--- config.mk ---
export PLATFORM = sky130hd
export DESIGN_NAME = run_event_monitor_flat
export DESIGN_NICKNAME = d
export VERILOG_FILES = /design/src/rtl/run_event_monitor_if.sv /design/src/rtl/run_event_monitor.sv /design/src/flat_wrapper.sv
export SDC_FILE = /design/constraint.sdc
export NUM_CORES = 1
export LEC_CHECK = 0
export ABC_AREA = 0
export CAP_MARGIN = 10
export CORE_ASPECT_RATIO = 0.75
export CORE_MARGIN = 5
export CORE_UTILIZATION = 25
export CTS_BUF_LIST = sky130_fd_sc_hd__clkbuf_8
export CTS_CLUSTER_SIZE = 14
export DETAILED_ROUTE_END_ITERATION = 10
export DONT_BUFFER_PORTS = 1
export PLACE_DENSITY = 0.44
export SYNTH_ARGS = -nofsm -noshare
export SYNTH_HDL_FRONTEND = slang
export SYNTH_SLANG_ARGS = --single-unit
--- constraint.sdc ---
create_clock -name clk -period 2.2 [get_ports clk]
set_clock_uncertainty 0.05 [all_clocks]
set_input_delay 0.44 -clock clk [delete_from_list [all_inputs] [get_ports clk]]
set_output_delay 0.44 -clock clk [all_outputs]
set_load 0.01 [all_outputs]
--- src/rtl/run_event_monitor_if.sv ---
// rtl/run_event_monitor_if.sv - detector-to-statistics bundle between run detector, monitor and CPU side
//
// Signals
//   det_in    detector level (high while a run of 1s persists)
//   clr       synchronous clear of statistics
//   rd_req    snapshot request strobe
//   evt_pulse 1-cycle pulse per new run
//   evt_count runs since reset/clr
//   last_len  length of most recent completed run
//   max_len   longest completed run since reset/clr
//   long_flag 1-cycle pulse when a completed run reached the threshold
//   ovf       sticky event-counter overflow
//   rd_valid  snapshot valid, 1 cycle
//   rd_count  snapshot of evt_count
// Modports
//   slave  : the monitor (drives statistics)
//   master : the side that drives det_in/clr/rd_req and reads statistics
interface run_event_monitor_if #(
  parameter int CNT_W = 8,
  parameter int LEN_W = 8
);
  logic             det_in;
  logic             clr;
  logic             rd_req;
  logic             evt_pulse;
  logic [CNT_W-1:0] evt_count;
  logic [LEN_W-1:0] last_len;
  logic [LEN_W-1:0] max_len;
  logic             long_flag;
  logic             ovf;
  logic             rd_valid;
  logic [CNT_W-1:0] rd_count;

  modport slave (
    input  det_in, clr, rd_req,
    output evt_pulse, evt_count, last_len, max_len, long_flag, ovf, rd_valid, rd_count
  );

  modport master (
    output det_in, clr, rd_req,
    input  evt_pulse, evt_count, last_len, max_len, long_flag, ovf, rd_valid, rd_count
  );
endinterface

--- src/rtl/run_event_monitor.sv ---
// rtl/run_event_monitor.sv - run statistics (events, lengths, long-run flag, snapshot) from detector level
//
// Ports
//   clk  : system clock, all logic on posedge
//   rst  : asynchronous active-low reset
//   mon  : run_event_monitor_if.slave (det_in/clr/rd_req in, statistics out)
// Parameters
//   CNT_W  : width of event counter and snapshot
//   LEN_W  : width of saturating run-length counters
//   THRESH : run length at or above which long_flag pulses at run end
// Configuration
//   SAT_CNT_EN : evt_count saturates at all-ones instead of wrapping (ovf still sets)
module run_event_monitor #(
  parameter int CNT_W  = 8,
  parameter int LEN_W  = 8,
  parameter int THRESH = 4
) (
  input logic                 clk,
  input logic                 rst,
  run_event_monitor_if.slave  mon
);

  typedef enum logic [1:0] {
    S_IDLE = 2'd0,
    S_RUN  = 2'd1,
    S_END  = 2'd2
  } state_t;

  state_t           state_q, state_d;
  logic             s1_q, s2_q;
  logic [LEN_W-1:0] run_len_q, run_len_d;
  logic [CNT_W-1:0] evt_count_q, evt_count_d;
  logic [LEN_W-1:0] last_len_q, last_len_d;
  logic [LEN_W-1:0] max_len_q, max_len_d;
  logic             evt_pulse_q, evt_pulse_d;
  logic             long_flag_q, long_flag_d;
  logic             ovf_q, ovf_d;
  logic             rd_valid_q, rd_valid_d;
  logic [CNT_W-1:0] rd_count_q, rd_count_d;

  logic             rise, fall, start, finish;
  logic [CNT_W-1:0] cnt_base;

  assign rise   = s1_q & ~s2_q;
  assign fall   = ~s1_q & s2_q;
  // A rise outside RUN opens a run; a fall inside RUN closes it.
  assign start  = rise && (state_q != S_RUN);
  assign finish = fall && (state_q == S_RUN);
  // clr takes effect first so a coinciding rise counts from zero.
  assign cnt_base = mon.clr ? '0 : evt_count_q;

  always_comb begin
    state_d     = state_q;
    run_len_d   = run_len_q;
    evt_count_d = evt_count_q;
    last_len_d  = last_len_q;
    max_len_d   = max_len_q;
    ovf_d       = ovf_q;
    evt_pulse_d = 1'b0;
    long_flag_d = 1'b0;
    rd_valid_d  = mon.rd_req;
    rd_count_d  = mon.rd_req ? evt_count_q : rd_count_q;

    case (state_q)
      S_IDLE:  if (rise) state_d = S_RUN;
      S_RUN:   if (fall) state_d = S_END;
      S_END:   state_d = rise ? S_RUN : S_IDLE;
      default: state_d = S_IDLE;
    endcase

    if (start) begin
      run_len_d = LEN_W'(1);
    end else if ((state_q == S_RUN) && s1_q && (run_len_q != '1)) begin
      run_len_d = run_len_q + LEN_W'(1);
    end

    if (mon.clr) begin
      evt_count_d = '0;
      last_len_d  = '0;
      max_len_d   = '0;
      ovf_d       = 1'b0;
    end

    if (start) begin
      evt_pulse_d = 1'b1;
      if (cnt_base == '1) begin
        ovf_d = 1'b1;
`ifdef SAT_CNT_EN
        evt_count_d = cnt_base;
`else
        evt_count_d = '0;
`endif
      end else begin
        evt_count_d = cnt_base + CNT_W'(1);
      end
    end

    if (finish) begin
      last_len_d  = run_len_q;
      max_len_d   = (mon.clr || (run_len_q > max_len_q)) ? run_len_q : max_len_q;
      long_flag_d = (run_len_q >= LEN_W'(THRESH));
    end
  end

  always_ff @(posedge clk or negedge rst) begin
    if (!rst) begin
      state_q     <= S_IDLE;
      s1_q        <= 1'b0;
      s2_q        <= 1'b0;
      run_len_q   <= '0;
      evt_count_q <= '0;
      last_len_q  <= '0;
      max_len_q   <= '0;
      evt_pulse_q <= 1'b0;
      long_flag_q <= 1'b0;
      ovf_q       <= 1'b0;
      rd_valid_q  <= 1'b0;
      rd_count_q  <= '0;
    end else begin
      state_q     <= state_d;
      s1_q        <= mon.det_in;
      s2_q        <= s1_q;
      run_len_q   <= run_len_d;
      evt_count_q <= evt_count_d;
      last_len_q  <= last_len_d;
      max_len_q   <= max_len_d;
      evt_pulse_q <= evt_pulse_d;
      long_flag_q <= long_flag_d;
      ovf_q       <= ovf_d;
      rd_valid_q  <= rd_valid_d;
      rd_count_q  <= rd_count_d;
    end
  end

  assign mon.evt_pulse = evt_pulse_q;
  assign mon.evt_count = evt_count_q;
  assign mon.last_len  = last_len_q;
  assign mon.max_len   = max_len_q;
  assign mon.long_flag = long_flag_q;
  assign mon.ovf       = ovf_q;
  assign mon.rd_valid  = rd_valid_q;
  assign mon.rd_count  = rd_count_q;

endmodule

--- src/flat_wrapper.sv ---
// flat-port wrapper written by rule: the top's interface ports become plain ports
module run_event_monitor_flat 
#(
  parameter int CNT_W  = 8,
  parameter int LEN_W  = 8,
  parameter int THRESH = 4
)
  (clk, rst, mon_det_in, mon_clr, mon_rd_req, mon_evt_pulse, mon_evt_count, mon_last_len, mon_max_len, mon_long_flag, mon_ovf, mon_rd_valid, mon_rd_count);
  run_event_monitor_if #(.CNT_W(CNT_W), .LEN_W(LEN_W)) mon_i ();
  input logic clk;
  input logic rst;
  input wire logic [$bits(mon_i.det_in)-1:0] mon_det_in;
  input wire logic [$bits(mon_i.clr)-1:0] mon_clr;
  input wire logic [$bits(mon_i.rd_req)-1:0] mon_rd_req;
  output wire logic [$bits(mon_i.evt_pulse)-1:0] mon_evt_pulse;
  output wire logic [$bits(mon_i.evt_count)-1:0] mon_evt_count;
  output wire logic [$bits(mon_i.last_len)-1:0] mon_last_len;
  output wire logic [$bits(mon_i.max_len)-1:0] mon_max_len;
  output wire logic [$bits(mon_i.long_flag)-1:0] mon_long_flag;
  output wire logic [$bits(mon_i.ovf)-1:0] mon_ovf;
  output wire logic [$bits(mon_i.rd_valid)-1:0] mon_rd_valid;
  output wire logic [$bits(mon_i.rd_count)-1:0] mon_rd_count;
  assign mon_i.det_in = mon_det_in;
  assign mon_i.clr = mon_clr;
  assign mon_i.rd_req = mon_rd_req;
  assign mon_evt_pulse = mon_i.evt_pulse;
  assign mon_evt_count = mon_i.evt_count;
  assign mon_last_len = mon_i.last_len;
  assign mon_max_len = mon_i.max_len;
  assign mon_long_flag = mon_i.long_flag;
  assign mon_ovf = mon_i.ovf;
  assign mon_rd_valid = mon_i.rd_valid;
  assign mon_rd_count = mon_i.rd_count;
  run_event_monitor #(.CNT_W(CNT_W), .LEN_W(LEN_W), .THRESH(THRESH)) u_core (.clk(clk), .rst(rst), .mon(mon_i));
endmodule
==> out/metrics.cfg, run 1 <==
[yosys]
synth_fp_nets=246
synthAdderAreaFrac_pct=5.57
ys.warnings.count=0
synth_edf_count=0
ys.flop_type=dfrtp_1
syn_avg_cell_area_sq_um=10.7
synth_top_area_share_pct=48.6
synth_compound_area_share_pct=14.1
syn_area_sq_um=2470
synth_common_cells=dfrtp_1, nor2_1, nand2_1
muxShareOfSynthArea_pct=4.51
ys_seq_area_share_pct=48.6
async_flop_share_pct=100
yosysMostFrequentCell=dfrtp_1
yosys.area_share.simple_pct=18.3
synth_seq_cells=48
yosysTopAreaCell=dfrtp_1
synth_cell_types=42
synthCells=230
synth_top_family_by_area=simple AND/OR/NAND/NOR gates
synthTopCellsByArea=dfrtp_1, ha_1, mux2_2, nor2_1, a221oi_1
synth_xor_area_share_pct=4.25

[power_and_ir_drop]
leakage_nw=1.32
p_int_mw=1.53
clkPwrFrac_pct=30.3
pwr-share-seq_pct=45.6
p_comb_share_pct=24.1
vdd_drop_max_mv=0.260
power.density_nw_per_um2=807
p_sw_share_pct=32.7
p_switching_mw=0.744

[detailed_routing]
drt-initial-drc-count=124
finalWirelength_um=5970
drt_first_pass_iters=4
vias=1725
avgRoutedWirePerCell_um=16.0
vias_per_cell=4.62
drcViolationCount=0
antenna_left=0

[final_layout]
stdcell_count=373
nNetsFinal=256
syn_to_final_growth_pct=14.1
n_antenna_cell=0
drive_gt1_share_pct=17.4

[die]
ios=41
num_rows=31
fp.dieW_um=125
die-height_um=96.1
core_area_sq_um=9660
initial_core_util_pct=25.6
die_area_sq_um=12000

[grt]
antenna_found_initial=0
grt.total_usage_pct=10.5
grt_max_degree=49
grt_first_pass_wirelength_um=9840
grt_pass1_vias=1714
grt_overflow=0

[worst_setup_path]
critPathMaxFanout=11
path_class=flip-flop to flip-flop
crit_family=simple AND/OR/NAND/NOR gates
cpPeakStageDelay_ps=430
crit_buf_inv=0
worst_ep_arrival_time_ps=2100
critPathCaptureType=flip-flop
worst-endpoint-required_ps=2340
crit_chain=and2b_4 > and2_1 > o21ai_2 > a221oi_1 > nand2_1
cp_slowest_cell=and2_1
setup.worst_path.start_class=flip-flop

[clocking]
clockRootBuffer=clkbuf_8
ctsLongestPathBuffers=2
clock_latency_ps=310
path_clk_slew_ps=90
htreeDepth=2
cts_resized=0
cts_tree=done
cts_made_buffers=5
clock-sinks=48
post_cts_buffers=0

[timing]
timing.final.hold_violations=0
drv_slew=0
fmaxAchievable_ghz=0.511
slew_headroom_pct=68.6
fin_crit_ps=1960
tns_ps=0
timing.final.crit_share_pct=89.0
worstMarginPinSlew_ps=467
setup_violations=0
grt_setup_unrepaired=no

[run_status]
status=completed

[placement]
dp_hpwl_um=4210
place.port_buffers=0
place_congestion=0.806
placed_cells=363

[flow_run]
maxCapViolCount=0

[hold_path]
worstHoldPathType=primary input to flip-flop

[power groups by stage]
stage / Combinational [mW] / Sequential, mW / Clock, mW
CTS: 0.551 / 1.04 / 0.722
floorplan: 0.338 / 1.04 / 0
detailed placement: 0.518 / 1.06 / 0
global route: 0.616 / 1.05 / 0.756
finish: 0.548 / 1.04 / 0.689
global placement: 0.515 / 1.06 / 0
[metal layers]
metal	share of wire (%)	global-route usage, %	routed length [um]	vias up
met5	0	0	0	-
met4	0.67	2.74	40	0
met3	6.5	3.94	387	4
met2	40	13.9	2370	34
met1	53	15.7	3170	835
li1	-	-	-	852
[cells by family after synthesis]
logic type	count (synthesis)
AND/OR/NAND/NOR	84
adder cells (fa/ha/maj)	11
XOR/XNOR	12
buffers and inverters	23
AO/OA/AOI/OAI	42
multiplexers	10
flip-flops	48
[layout by cell type (no fill, tap or decap), types with 2 or more instances in the layout]
master / n
nor2_1: 22
mux2_2: 9
nand2b_1: 3
o21ai_2: 2
a21o_1: 2
clkbuf_8: 6
o2111ai_1: 8
a22o_1: 7
dfrtp_1: 48
nand4_1: 7
buf_4: 13
nand2_1: 17
nor2b_1: 8
xor2_1: 8
inv_1: 11
and3_4: 2
a221oi_1: 8
nor3_1: 7
xnor2_1: 4
and3_1: 9
ha_1: 11
a21oi_1: 6
[state kept, by name (all words and copies together) (netlist names), 2 cells and up]
name,count
u_core.run_len_q,8
u_core.mon.evt_count,8
u_core.mon.last_len,8
u_core.state_q,2
u_core.mon.max_len,8
u_core.mon.rd_count,8
[worst register-to-register path: cells and delay by family, from the launching register on]
kind             cells  cell delay, ps
flip-flops           1             380
AO/OA/AOI/OAI        2             600
AND/OR/NAND/NOR      3             810
[stage by stage]
| step | util (%) | instance area [sq um] | power (mW) | hold slack (ps) | worst slack (ps) |
|---|---|---|---|---|---|
| 2_1_floorplan | - | 2470 | 1.37 | 94.4 | 313 |
| 3_3_place_gp | 27.5 | 2660 | 1.57 | 95.6 | 282 |
| 3_5_place_dp | 27.5 | 2660 | 1.58 | 95.4 | 256 |
| 4_1_cts | 29.2 | 2820 | 2.31 | 88.8 | 233 |
| 5_1_grt | 29.2 | 2820 | 2.42 | 79.1 | 61.2 |
| 6_report | 29.2 | 2820 | 2.27 | 107 | 242 |
[worst paths after layout]
| path | from | to | slack [ps] | depth (start not counted) |
|---|---|---|---|---|
| hold / removal | mon_det_in | u_core.s1_q | 110 | 0 |
| setup / recovery | u_core.state_q[1] | u_core.mon.max_len[6] | 240 | 5 |
| min in group asynchronous | rst | u_core.run_len_q[3] | 620 | 2 |
| max in group asynchronous | rst | u_core.mon.max_len[0] | 1260 | 2 |
| setup reg to reg | u_core.state_q[1] | u_core.mon.max_len[6] | 240 | 5 |
| hold reg to reg | u_core.s1_q | u_core.s2_q | 430 | 0 |
[repair_timing]
item | CTS | global route
hold endpoints to repair | 48 | 0
hold buffers | 2 | 0
endpoints found under the setup margin | 0 | 0
[layout make-up]
cell class | instances | area, sq um
tap | 132 | 165
clock buffer | 6 | 82.6
timing repair buffer | 15 | 135
multi-input combinational | 159 | 1150
fill | 986 | 6840
inverter | 11 | 41.3
clock inverter | 2 | 38.8
sequential | 48 | 1200
No activity file was read; power rests on OpenSTA's default activity.
==> run 2, diff against run 1 <==
--- a/config.mk
+++ b/config.mk
@@ -14,7 +14,7 @@
 export CTS_CLUSTER_SIZE = 14
 export DETAILED_ROUTE_END_ITERATION = 10
 export DONT_BUFFER_PORTS = 1
-export PLACE_DENSITY = 0.44
+export PLACE_DENSITY = 0.48
 export SYNTH_ARGS = -nofsm -noshare
 export SYNTH_HDL_FRONTEND = slang
 export SYNTH_SLANG_ARGS = --single-unit
==> out/metrics.cfg, run 2 (same netlist as run 1, synthesis figures left out) <==
[placement]
dp_hpwl_um=4300
place_area_sq_um=2660
place.port_buffers=0
place_congestion=0.752
placed_cells=363

[die]
die_area_sq_um=12000
fp.dieW_um=125
die-height_um=96.1
initial_core_util_pct=25.6
ios=41
core_area_sq_um=9660
num_rows=31

[clocking]
clock_latency_ps=300
post_cts_buffers=0
clockRootBuffer=clkbuf_8
cts_made_buffers=5
htreeDepth=2
clock-sinks=48
cts_resized=0
path_clk_slew_ps=90
ctsLongestPathBuffers=2
cts_tree=done

[final_layout]
final_common_cell=dfrtp_1
n_antenna_cell=0
syn_to_final_growth_pct=12.9
finish.instance_area_sq_um=2790
nNetsFinal=256
fillers=1004
mostFrequentLayoutCells=dfrtp_1, nor2_1, nand2_1
stdcell_count=372
drive_gt1_share_pct=17.1

[detailed_routing]
vias_per_cell=4.63
drt-initial-drc-count=149
antenna_left=0
avgRoutedWirePerCell_um=16.1
drt_first_pass_iters=4
finalWirelength_um=5980
drcViolationCount=0
vias=1721

[power_and_ir_drop]
leakage_nw=1.31
clkPwrFrac_pct=25.9
power.density_nw_per_um2=759
power_mw=2.12
vdd_drop_max_mv=0.289
p_comb_share_pct=24.9
p_int_mw=1.41
p_sw_share_pct=33.6
pwr-share-seq_pct=49.1
p_switching_mw=0.711

[timing]
tns_ps=0
grt_setup_unrepaired=no
slew_headroom_pct=68.6
timing.final.crit_share_pct=87.5
fmaxAchievable_ghz=0.519
setup_violations=0
worstMarginPinSlew_ps=468
drv_slew=0
timing.final.hold_violations=0
fin_crit_ps=1930

[worst_setup_path]
cpPeakStageDelay_ps=420
setup.worst_path.start_class=flip-flop
cp_slowest_cell=dfrtp_1
reg2regPathDepth=8
path_class=flip-flop to flip-flop
worst_ep_arrival_time_ps=2060
worst-endpoint-required_ps=2330
critPathCaptureType=flip-flop
critPathMaxFanout=8
crit_chain=inv_1 > ha_1 > nor2b_1 > o211ai_1 > a21oi_1 > buf_4 > o2111ai_1 > nand2_1

[flow_run]
maxCapViolCount=0

[hold_path]
min_path_cells=0
worstHoldPathType=primary input to flip-flop

[grt]
grt_max_degree=49
grt.total_usage_pct=10.3
grt_overflow=0
grt_pass1_vias=1780
grt_first_pass_wirelength_um=9750
antenna_found_initial=0

[run_status]
status=completed

## run 2: changes by cell type in the layout (fill, tap and decap cells not counted)
cell,delta
bufinv_16,-1
## run 2: path summary, 6_finish.rpt
kind / from / endpoint / slack [ps]
worst min-delay path: mon_det_in / u_core.s1_q / 110
max in group asynchronous: rst / u_core.run_len_q[7] / 1280
worst max register to register: u_core.mon.max_len[1] / u_core.mon.max_len[1] / 270
min in group asynchronous: rst / u_core.mon.max_len[3] / 590
worst max-delay path: u_core.mon.max_len[1] / u_core.mon.max_len[1] / 270
worst min register to register: u_core.s1_q / u_core.s2_q / 440
## run 2: critical path: cells and delay by family (launching register included)
family	cells	cell delay, ps
fa+ha+maj	1	320
simple gates	2	220
buf+inv	2	270
flops	1	420
compound gates	3	540
## run 2: final cells by class
class                   count  area, sq um  area share (%)
well taps                 132          165            5.92
clock buffers               6         82.6            2.96
multi-input cells         159         1150            41.4
repair buffers             15          135            4.85
clock inverters             1         8.76           0.314
flip-flops and latches     48         1200            43.1
inverters                  11         41.3            1.48
## run 2: power groups by stage
stage          clock network [mW]  registers [mW]  logic (mW)
6_report                    0.549            1.04       0.528
5_1_grt                     0.618            1.06       0.599
4_1_cts                     0.589            1.04       0.531
3_5_place_dp                    0            1.06       0.502
3_3_place_gp                    0            1.06       0.496
2_1_floorplan                   0            1.04       0.338
## run 2: repair_timing
action,4_1_cts,5_1_grt
endpoints found under the hold margin,48,0
hold buffers,2,0
endpoints found under the setup margin,0,0
## run 2: through the flow
step	worst slack [ps]	hold WS (ps)	utilization [%]
6_report	274	110	28.9
2_1_floorplan	313	94.4	-
4_1_cts	269	90.9	28.9
5_1_grt	109	87.7	28.9
3_5_place_dp	298	96.4	27.5
3_3_place_gp	312	96.2	27.5
## run 2: per-layer routing
layer	track usage (%)	wire (um)	up-vias	share of wire, %
met5	0	0	-	0
met4	2.65	46	0	0.77
met3	4.38	484	5	8.1
met2	14.1	2410	34	40
met1	14.7	3040	833	51
li1	-	-	849	-
